$ cat src/rtl/rr_mux_arbiter.sv
// Round-robin arbiter for eight requesters sharing one W-bit channel.
// Drives mux select, one-hot grant, registered data and valid, with a burst cap per grant.
module rr_mux_arbiter #(
  parameter int W         = 4,
  parameter int MAX_BURST = 4
) (
  input  logic             clk,
  input  logic             rst_n,
  input  logic [7:0]       req,
  input  logic [8*W-1:0]   din,
  output logic [2:0]       sel,
  output logic [7:0]       gnt,
  output logic [W-1:0]     dout,
  output logic             valid,
  output logic             busy
);

  typedef enum logic {IDLE, GRANT} state_t;

  state_t      state;
  logic [2:0]  ptr;
  logic [3:0]  cnt;

  logic [2:0]  start;
  logic [15:0] rot_full;
  logic [7:0]  rot;
  logic        found;
  logic [2:0]  widx;
  logic [2:0]  winner;
  logic        release_cond;
  logic [W-1:0] din_win;
  logic [W-1:0] din_cur;

  // A release searches from the slot after the grantee, which is also the new ptr.
  assign start    = (state == GRANT) ? sel + 3'd1 : ptr;
  assign rot_full = {req, req} >> start;
  assign rot      = rot_full[7:0];

  always_comb begin
    found = 1'b0;
    widx  = 3'd0;
    for (int i = 7; i >= 0; i--) begin
      if (rot[i]) begin
        found = 1'b1;
        widx  = 3'(i);
      end
    end
  end

  assign winner       = start + widx;
  assign release_cond = !req[sel] || (cnt == 4'(MAX_BURST));
  assign din_win      = din[int'(winner)*W +: W];
  assign din_cur      = din[int'(sel)*W +: W];
  assign busy         = |gnt;

  always_ff @(posedge clk or negedge rst_n) begin
    if (!rst_n) begin
      state <= IDLE;
      ptr   <= 3'd0;
      cnt   <= 4'd0;
      sel   <= 3'd0;
      gnt   <= 8'd0;
      dout  <= '0;
      valid <= 1'b0;
    end else begin
      case (state)
        IDLE: begin
          if (found) begin
            state <= GRANT;
            sel   <= winner;
            gnt   <= 8'd1 << winner;
            dout  <= din_win;
            valid <= 1'b1;
            cnt   <= 4'd1;
          end
        end
        GRANT: begin
          if (!release_cond) begin
            dout  <= din_cur;
            valid <= 1'b1;
            cnt   <= cnt + 4'd1;
          end else begin
            ptr <= sel + 3'd1;
            if (found) begin
              sel   <= winner;
              gnt   <= 8'd1 << winner;
              dout  <= din_win;
              valid <= 1'b1;
              cnt   <= 4'd1;
            end else begin
              state <= IDLE;
              gnt   <= 8'd0;
              valid <= 1'b0;
            end
          end
        end
        default: state <= IDLE;
      endcase
    end
  end

endmodule

$ cat config.mk
export PLATFORM = sky130hd
export DESIGN_NAME = rr_mux_arbiter
export DESIGN_NICKNAME = d
export VERILOG_FILES = /design/src/rtl/rr_mux_arbiter.sv
export SDC_FILE = /design/constraint.sdc
export NUM_CORES = 1
export LEC_CHECK = 0
export ABC_AREA = 1
export ABC_CLOCK_PERIOD_IN_PS = 4800
export BUFFER_PORTS_ARGS = -buffer_cell sky130_fd_sc_hd__clkbuf_2
export CORE_MARGIN = 2
export CORE_UTILIZATION = 35
export CTS_CLUSTER_SIZE = 14
export DETAILED_ROUTE_END_ITERATION = 6
export GPL_ROUTABILITY_DRIVEN = 1
export GPL_TIMING_DRIVEN = 1
export MAX_ROUTING_LAYER = met4
export PLACE_DENSITY_LB_ADDON = 0.05
export REMOVE_ABC_BUFFERS = 1
export SYNTH_ARGS = -nofsm -noshare
export SYNTH_HDL_FRONTEND = slang
export SYNTH_SLANG_ARGS = --single-unit
$ cat constraint.sdc
create_clock -name clk -period 4.8 [get_ports clk]
set_input_delay 0.96 -clock clk [delete_from_list [all_inputs] [get_ports clk]]
set_output_delay 0.96 -clock clk [all_outputs]
set_load 0.01 [all_outputs]
; Word level (Yosys, flattened, before mapping)
; Cells that the tools add are included.
[op_classes]
div = 0
mul = 0
bitwise_logic = 1
magnitude_cmp = 1
eq_ne = 3
n_mux = 37
n_reduce_logical = 5
addsub = 3
n_shift = 4
[op_table]
columns = cell, count
row1 = 32-bit by 6-bit variable part select with 4-bit output, 2
row2 = 3-bit 2-to-1 mux, 11
row3 = 8-bit 2-to-1 mux, 3
row4 = 4-bit 2-to-1 mux, 4
row5 = 4-bit case mux with 2 select lines, 2
row6 = 8-bit case mux with 2 select lines, 1
row7 = 16-bit by 3-bit >> shifter with 8-bit output, 1
row8 = 1-bit 2-to-1 mux, 12
row9 = 8-bit OR reduction, 1
row10 = "1-bit by 3-bit << shifter with 8-bit output, first input constant", 1
row11 = 3-bit case mux with 2 select lines, 1
row12 = "4-bit by 1-bit adder with 4-bit output, second input constant", 1
row13 = "4-bit by 3-bit == test with 1-bit output, second input constant", 1
row14 = "3-bit by 4-bit less-than comparator with 1-bit output, second input constant", 1
row15 = 1-bit case mux with 2 select lines, 2
row16 = 2-bit AND reduction, 2
row17 = "3-bit by 1-bit adder with 3-bit output, second input constant", 1
row18 = 3-bit adder, 1
row19 = 1-bit binary-select mux with 3-bit select, 1
row20 = "2-bit by 1-bit inequality test with 1-bit output, second input constant", 1
row21 = "2-bit inequality test, second input constant", 1
row22 = 1-bit logical NOT, 1
row23 = 1-bit logical OR, 1
row24 = 1-bit inverter, 1
[word_totals]
n_memories = 0
ramBits = 0
register_bits = 24
latchBits = 0
rom_bits = 0

; Longest topological paths before layout
; Gate-level depths: netlist of run 1.
[depth]
word_depth = 16
ltp_mapped = 23

; Worst setup path after synthesis of run 1
; OpenSTA, ideal clock, no wires.
[synth_timing]
kind = in2reg
from = in req[5]
to = reg dout[3]
arrival_ns = 3.436
path_buffers = 0
path_slack_ns = 1.287
path_stages = 20
cell_sequence = inv_1 > nand3_1 > nand3_1 > nand2_1 > nand2_1 > a31oi_1 > o21ai_0 > nand2_1 > a21boi_0 > ha_1 > inv_1 > fa_1 > inv_1 > nor2_1 > inv_1 > o21ai_0 > a221oi_1 > nand3_1 > nand3_1 > a21oi_1
[synth_between]
elab_chain_len = 14
[synth_rtl]
columns = element, line_no
row1 = from (decl), 9  ; input logic [7:0] req,
row2 = 16-bit by 3-bit >> shifter with 8-bit output, 36  ; assign rot_full = {req, req} >> start;
row3 = 3-bit 2-to-1 mux (8 in series), 43  ; if (rot[i]) begin
row4 = 3-bit adder, 50  ; assign winner = start + widx;
row5 = 32-bit by 6-bit variable part select with 4-bit output, 52  ; assign din_win = din[int'(winner)*W +: W];
row6 = 4-bit 2-to-1 mux, "68, 84"
row7 = 4-bit 2-to-1 mux, 78  ; if (!release_cond) begin
row8 = 4-bit case mux with 2 select lines *, 66  ; case (state)
row9 = to (signal assigned), 72  ; dout <= din_win;
row10 = to (signal assigned), 79  ; dout <= din_cur;
row11 = to (signal assigned), 87  ; dout <= din_win;
row12 = to (decl), 13  ; output logic [W-1:0] dout,
; Every way passes the cells marked *; elsewhere a longest branch is shown, timed or not. The select of a mux whose other input is x is not followed.
; A chain may end at the register's enable or synchronous reset.

; Worst setup path after layout of run 1
[layout_timing]
from = reg sel[2]
to = reg dout[3]
[layout_between]
elab_chain_len = 16
[layout_rtl]
columns = element, line_no
row1 = from (decl), 11  ; output logic [2:0] sel,
row2 = from (signal assigned), 70  ; sel <= winner;
row3 = from (signal assigned), 85  ; sel <= winner;
row4 = 3-bit by 1-bit adder with 3-bit output, 35  ; assign start = (state == GRANT) ? sel + 3'd1 : ptr;
row5 = 3-bit 2-to-1 mux, 35
row6 = 16-bit by 3-bit >> shifter with 8-bit output, 36
row7 = 3-bit 2-to-1 mux (8 in series), 43
row8 = 3-bit adder, 50
row9 = 32-bit by 6-bit variable part select with 4-bit output, 52
row10 = 4-bit 2-to-1 mux, "68, 84"
row11 = 4-bit 2-to-1 mux, 78
row12 = 4-bit case mux with 2 select lines *, 66
; Marked as above.

==> results, run 1 <==
- Of the post-synthesis cell area, the dominant cell type holds 0.256.
- In this run the tightest slew margin relative to its limit is 0.476.
- Across all hold checks on the routed design, the worst slack comes to 0.480 ns.
- Once the clock tree was built, the setup fixing pass inserted 0 buffers.
- The number of sinks driven by the clock tree is 24.
- Once detail routing completed, the nets flagged for antenna violations numbered 0.
- Wires add up to roughly 7 mm.
- For the worst setup path, the data required time is approximately 5 ns.
- The cell area that synthesis handed to floorplanning was between 2000 and 2500 um^2.
- The number of instances in the synthesized netlist is between 300 and 400.
- Once placement completed, the tool counted placed cells totaling between 400 and 500.
- The hold buffer count at cts is 0.
- The data arrival time at the worst-slack endpoint is about 4.3 ns.
- The post-route clock period utilization is 0.854.
- The count of synthesis-stage warnings from yosys is 0.
- The die extent in y is roughly 86 um.
- The number of nets at the end of the flow is about 450.
- In the routed design, unresolved DRC markers number 0.
- The count of cell types in the netlist is 39.
- The routed via count is between 2000 and 3000.
- Excluding fillers, the count of instances in the completed layout stands at about 480.
- Together, buffers and inverters on the worst path number 4.
- The clock transition at the register clock pins on the worst setup and hold paths after CTS is approximately 0.090 ns.
- The number of clock buffers inserted by TritonCTS is 3.
- Routability-driven placement finished with a final weighted congestion of 0.897.
- The die is about 86 um wide.
- The startpoint type of the worst setup path is a flop.
- The first global-routing pass estimated roughly 12 mm of wire.
- The share of async-settable or async-resettable flops after synthesis is 1.00.
- The clock passes through at most 2 buffers.
- The latest clock arrival within the worst-skew pair is about 0.27 ns.
- Dividing the detail-routed via count by the number of cells gives approximately 5.2.
- Yosys attributes the largest share of cell area to sky130_fd_sc_hd__dfrtp_1 26%, sky130_fd_sc_hd__nand2_1 14%, sky130_fd_sc_hd__nand3_1 12%, sky130_fd_sc_hd__o21ai_0 7.7%, sky130_fd_sc_hd__inv_1 5.6%.
- The maximum number of pins on one net before global-route repair is 37.
- A synthesized cell averages 6.68 um^2.
- Once detailed placement completed, the half-perimeter wirelength came to roughly 5.5 mm.
- Broken down by cell family, the worst path's largest delay share belongs to simple AND/OR/NAND/NOR gates.
- The TritonCTS clock tree is built.
- For this run, the leading register cell type out of synthesis is sky130_fd_sc_hd__dfrtp_1.
- The area added between synthesis and finish is 17.1%.
- The post-synthesis cell type with the largest combined area is sky130_fd_sc_hd__dfrtp_1.
- The number of hold violations in the final report was 0.
- In the layout the commonest cells are 85 x sky130_fd_sc_hd__nand2_1, 58 x sky130_fd_sc_hd__clkbuf_2, 56 x sky130_fd_sc_hd__nand3_1.
- In this run the count of I/O pins placed on the die edge is 59.
- The number of antenna violations at the first check in global routing was 0.
- After clock tree synthesis, the repair step resized 0 gates.
- In this run the worst path has a maximum fanout of 9.
- Dividing the detail-routed wire length by the instance count gives ~15 um.
- The register bit count reported by yosys is 24.
- The final sum of negative setup slack is 0 ns.
- The run finished with clean final reports.
- The signal on the critical path passes through inv_2, nand2_2, nand2_2, o21ai_4, nand3_1, nand2_1, a31oi_1, o21ai_0, nand2_1, a21boi_0, ha_1, inv_1, fa_1, inv_1, nor2_1, inv_1, o21ai_0, a221oi_1, nand3_1, nand3_1, a21oi_1.
- The synthesized design contains 0 enable-type register cells.
- The tightest min-delay check is of the reg2reg type.
- The transition at the pin with the smallest max-transition slack is 0.783 ns.
- The kind of critical path is reg2reg.
- The level count of the clock H-tree is 1.
- Clock tree synthesis selected as its root buffer the cell sky130_fd_sc_hd__clkbuf_8.
- The endpoint class of the critical path is a flop.
- The global-route total usage across every layer is 0.205.
- The placeable core region is ~6400 um^2.
- Port buffering added 58 buffers.
- For this configuration, the core starts out at a cell density of 0.365.
- Summed over all layers, the global routing overflow is 0.
- Setup violations remaining at the end of the flow were counted as 0.
- Static timing analysis puts the maximum clock frequency at 244 MHz.
- The die covers about 7400 um^2.
- Before antenna repair, the detailed router went through 7 iterations.
- Setup repair after global routing left no endpoint under its margin.
- The number of rows in the core area is 29.
- The total inserted antenna cells is 0.
- The area of all placed cells without fillers is approximately 2700 um^2.
- The largest individual stage delay along the critical path comes from the cell sky130_fd_sc_hd__dfrtp_1.
- The max-slew violation count was 0.
- On the worst path, the slowest cell contributes a delay of 0.59 ns.
- The sequential cell area fraction in the yosys report is 0.256.
- The share of layout cells above drive strength 1 is 0.245.
- The clock skew is 0.00765 ns.
- The post-placement cell area is roughly 2700 um^2.
- The number of max-cap violations is 0.
- The first routing iteration left 96 violations.
- Leaving out fill and tap cells, the most frequent cell in the layout is sky130_fd_sc_hd__nand2_1.
- The minimum clock period is 4.10 ns.
- The number of global-route vias before repair came to about 2400.
[routing by layer]
metal	routed length, um	vias up	track usage
li1	-	1294	-
met1	3390	1125	0.284
met2	3250	97	0.327
met3	392	6	0.0212
met4	65	0	0.0361
met5	0	-	-
[path summary, 6_finish.rpt]
| path | slack [ns] | startpoint | endpoint | depth (start not counted) |
|---|---|---|---|---|
| worst max-delay path | 0.70 | sel[2] | dout[3] | 21 |
| worst min-delay path | 0.48 | cnt[3] | cnt[3] | 1 |
| worst max register to register | 0.70 | sel[2] | dout[3] | 21 |
| worst min register to register | 0.48 | cnt[3] | cnt[3] | 1 |
| max in group asynchronous | 3.71 | rst_n | cnt[2] | 1 |
| min in group asynchronous | 0.69 | rst_n | sel[2] | 1 |
[metrics by stage]
| step | setup WS (ns) | utilization |
|---|---|---|
| 2_1_floorplan | 0.873 | - |
| 3_3_place_gp | 0.755 | 0.416 |
| 3_5_place_dp | 0.691 | 0.416 |
| 4_1_cts | 0.711 | 0.427 |
| 5_1_grt | 0.297 | 0.427 |
| 6_report | 0.701 | 0.427 |
[cells in the mapped netlist (3+ instances only)]
library cell,n
sky130_fd_sc_hd__a21oi_1,18
sky130_fd_sc_hd__a221oi_1,4
sky130_fd_sc_hd__buf_4,3
sky130_fd_sc_hd__buf_6,3
sky130_fd_sc_hd__clkbuf_1,5
sky130_fd_sc_hd__dfrtp_1,24
sky130_fd_sc_hd__ha_1,4
sky130_fd_sc_hd__inv_1,35
sky130_fd_sc_hd__inv_2,5
sky130_fd_sc_hd__nand2_1,85
sky130_fd_sc_hd__nand2_2,6
sky130_fd_sc_hd__nand2_4,6
sky130_fd_sc_hd__nand3_1,56
sky130_fd_sc_hd__nand3b_1,4
sky130_fd_sc_hd__nor2_1,12
sky130_fd_sc_hd__o211ai_1,6
sky130_fd_sc_hd__o21ai_0,36
sky130_fd_sc_hd__o21ai_1,9
sky130_fd_sc_hd__o21ai_2,7
[cell type report]
type | count | area (um^2)
clock buffers | 3 | 41.3
clock inverters | 1 | 30.0
inverters | 42 | 165
multi-input cells | 273 | 1500
flip-flops and latches | 24 | 601
repair buffers | 61 | 313
fillers | 691 | 3680
well taps | 77 | 96.3
[sequential cells by signal, indices dropped and copies added, names as in the netlist]
signal and flops:
state 1, gnt 8, cnt 4, ptr 3, sel 3, valid 1, dout 4
[kinds of logic after synthesis]
kind of cell	after synthesis	share of synthesized area
compound gates	86	0.217
xor+xnor	2	0.00748
fa+ha+maj	5	0.0299
buf+inv	54	0.105
flops	24	0.256
simple gates	180	0.384
[worst reg2reg max path, cell delays in order, from the launching register on]
cell,delay [ns]
sky130_fd_sc_hd__dfrtp_1,0.59
sky130_fd_sc_hd__inv_2,0.19
sky130_fd_sc_hd__nand2_2,0.10
sky130_fd_sc_hd__nand2_2,0.07
sky130_fd_sc_hd__o21ai_4,0.30
sky130_fd_sc_hd__nand3_1,0.14
sky130_fd_sc_hd__nand2_1,0.11
sky130_fd_sc_hd__a31oi_1,0.09
sky130_fd_sc_hd__o21ai_0,0.15
sky130_fd_sc_hd__nand2_1,0.06
sky130_fd_sc_hd__a21boi_0,0.16
sky130_fd_sc_hd__ha_1,0.17
sky130_fd_sc_hd__inv_1,0.05
sky130_fd_sc_hd__fa_1,0.54
sky130_fd_sc_hd__inv_1,0.11
sky130_fd_sc_hd__nor2_1,0.44
sky130_fd_sc_hd__inv_1,0.19
sky130_fd_sc_hd__o21ai_0,0.20
sky130_fd_sc_hd__a221oi_1,0.07
sky130_fd_sc_hd__nand3_1,0.12
sky130_fd_sc_hd__nand3_1,0.08
sky130_fd_sc_hd__a21oi_1,0.12
Power of run 1 is not shown: default switching activity piles up to over one toggle a cycle in this logic, so the estimate is an artifact.
==> run 2: changes to the inputs <==
- CORE_MARGIN: 2 -> 5
==> results, run 2 (same netlist as run 1, synthesis figures left out) <==
- The worst register-to-register path begins at sel[0].
- STA classifies the critical path endpoint as a flop.
- The latest clock arrival within the worst-skew pair is 0.27 ns.
- The worst reg-to-reg path cell count is 23.
- The biggest cell delay along the critical path is 0.51 ns.
- Using the TritonRoute via totals, the vias-per-cell ratio works out to 5.19.
- Measured along the y axis, the die boundary spans ~90 um.
- Across every metal layer, demand over resource in global routing totals 0.174.
- The tree is rooted in a sky130_fd_sc_hd__clkbuf_8.
- More flip-flops sit in one register than any other, and that register is gnt.
- The required time of the worst setup path is approximately 5.0 ns.
- In this run the number of cells on the critical path is 23.
- The most critical setup path has its endpoint at dout[3].
- The starting utilization of the core area is 0.365.
- The number of global-route vias before repair is between 2000 and 2500.
- In this run the worst setup path begins at sel[0].
- The maximum fanout count along the critical path is 28.
- The first TritonRoute pass finished after 5 iterations.
- The global-route wire length before repair is 11.9 mm.
- The minimum clock period is 3.91 ns.
- The number of clock buffers inserted by TritonCTS is 3.
- The number of flip-flops under the largest register name is 8.
- The width of the die is just over 90 um.
- The post-placement cell area is roughly 2700 um^2.
- The clock skew is approximately 0.0067 ns.
- After detailed placement, the design holds a cell count of between 400 and 500.
- The top cell types in the final layout, fill and taps aside, are 85 x sky130_fd_sc_hd__nand2_1, 58 x sky130_fd_sc_hd__clkbuf_2, 56 x sky130_fd_sc_hd__nand3_1.
- The post-route clock period utilization is 0.814.
- The largest registers in the layout are gnt (8), cnt (4), dout (4).
- The routed wire length per instance is ~14 um.
- The startpoint type of the worst setup path is a flop.
- Port buffering added 58 buffers.
- After detailed routing, the number of remaining DRC violations is 0.
- The critical path contains buffers and inverters numbering 5 combined.
- The relative slew slack is 0.488.
- For this run, the post-layout net count is between 400 and 500.
- The placeable core region is ~6400 um^2.
- The detailed router finished its first iteration with ~140 violations.
- The final global-route overflow total is 0.
- The repair_antennas step left the layout with diodes totalling 0.
- The critical path goes through buf_4, inv_2, nand2_1, nand2_1, nand2_1, nand3_1, nand3_1, nand2_1, a31oi_1, o21ai_0, nand2_1, a21boi_0, ha_1, inv_1, fa_1, inv_1, nor2_1, inv_1, o21ai_0, a221oi_1, nand3_1, nand3_1, a21oi_1.
- The run finished with clean final reports.
- The number of antenna violations at the first check in global routing came to 0.
- The tightest hold path in the finished design has a slack of 0.476 ns.
- In this run the remaining antenna-violating nets after routing total 0.
- The number of sinks driven by the clock tree is 24.
- CTS built an H-tree with a depth of 1.
- 59 I/O pins were placed.
- After detailed routing, the total wire length is slightly below 7 mm.
- In this design, the critical path's most frequently occurring cell is sky130_fd_sc_hd__nand2_1.
- The worst setup path is of the reg2reg kind.
- The post-DP HPWL is roughly 5.6 mm.
- The TritonCTS clock tree is built.
- In this run the critical register-to-register path is captured at dout[3].
- The post-cts gate resize count is 0.
- For the pin with the worst max-slew slack, the measured transition is 0.765 ns.
- The routed via count is about 2500.
- After routing the design area is about 2700 um^2.
- The max-slew violation count is 0.
- Across all register-to-register paths, the minimum setup slack is 0.89 ns.
- Across the run, the number of max-cap violations was 0.
- The data arrival time at the worst-slack endpoint is ~4.1 ns.
- Adding up every negative setup slack in the final design gives 0 ns.
- The area added between synthesis and finish is 17.1%.
- The share of layout cells above drive strength 1 is 0.245.
- The maximum number of pins on one net before global-route repair is 29.
- The number of hold violations in the final report came to 0.
- The kind of path behind the tightest hold check is reg2reg.
- The count of final setup violators is 0.
- The congestion estimate from routability-driven global placement came to between 0.8 and 0.9.
- The number of buffers inserted to repair setup after CTS is 0.
- The clock transition at the register clock pins on the worst setup and hold paths after CTS is around 0.09 ns.
- The number of rows in the core area is 29.
- The family with the most delay on the worst path is simple AND/OR/NAND/NOR gates.
- The die covers 8430 um^2.
- The master of the slowest instance on the critical path is sky130_fd_sc_hd__dfrtp_1.
- The maximum clock path buffer count is 2.
- Based on the critical path, the design can be clocked at up to ~260 MHz.
- The number of standard cells in the final layout excluding fillers is between 400 and 500.
- After clock tree synthesis, the flow added hold-fix buffers numbering 0.
- The most common cell after layout, fill and taps aside is sky130_fd_sc_hd__nand2_1.
- Setup repair after global routing left no endpoint under its margin.
==> run 2: cell counts in the layout (fill, tap and decap cells not counted) <==
Identical to the previous run, type by type.
==> run 2: worst min path at each step <==
stage | from | end | slack [ns] | cells after the start
floorplan | cnt[3] | cnt[3] | 0.43 | 1
global placement | cnt[3] | cnt[3] | 0.46 | 1
detailed placement | valid | valid | 0.47 | 2
CTS | cnt[3] | cnt[3] | 0.48 | 1
global route | cnt[3] | cnt[3] | 0.50 | 1
finish | cnt[3] | cnt[3] | 0.48 | 1
==> run 2: metal layers <==
layer	vias up	global-route usage	routed length (um)
met5	-	-	0
met4	0	0.0359	68
met3	4	0.0196	396
met2	94	0.270	3130
met1	1110	0.245	3360
li1	1287	-	-
==> run 2: through the flow <==
stage	setup WS, ns	util
floorplan	0.873	-
global placement	0.962	0.416
detailed placement	0.923	0.416
CTS	0.890	0.427
global route	0.410	0.427
finish	0.891	0.427
==> run 2: layout make-up <==
type                            instances  area, um^2
Fill cell                             677        3680
Multi-Input combinational cell        273        1500
Sequential cell                        24         601
Timing Repair Buffer                   61         313
Inverter                               42         165
Tap cell                               77        96.3
Clock buffer                            3        41.3
Clock inverter                          1        30.0
Power of run 2 is left out for the same reason.
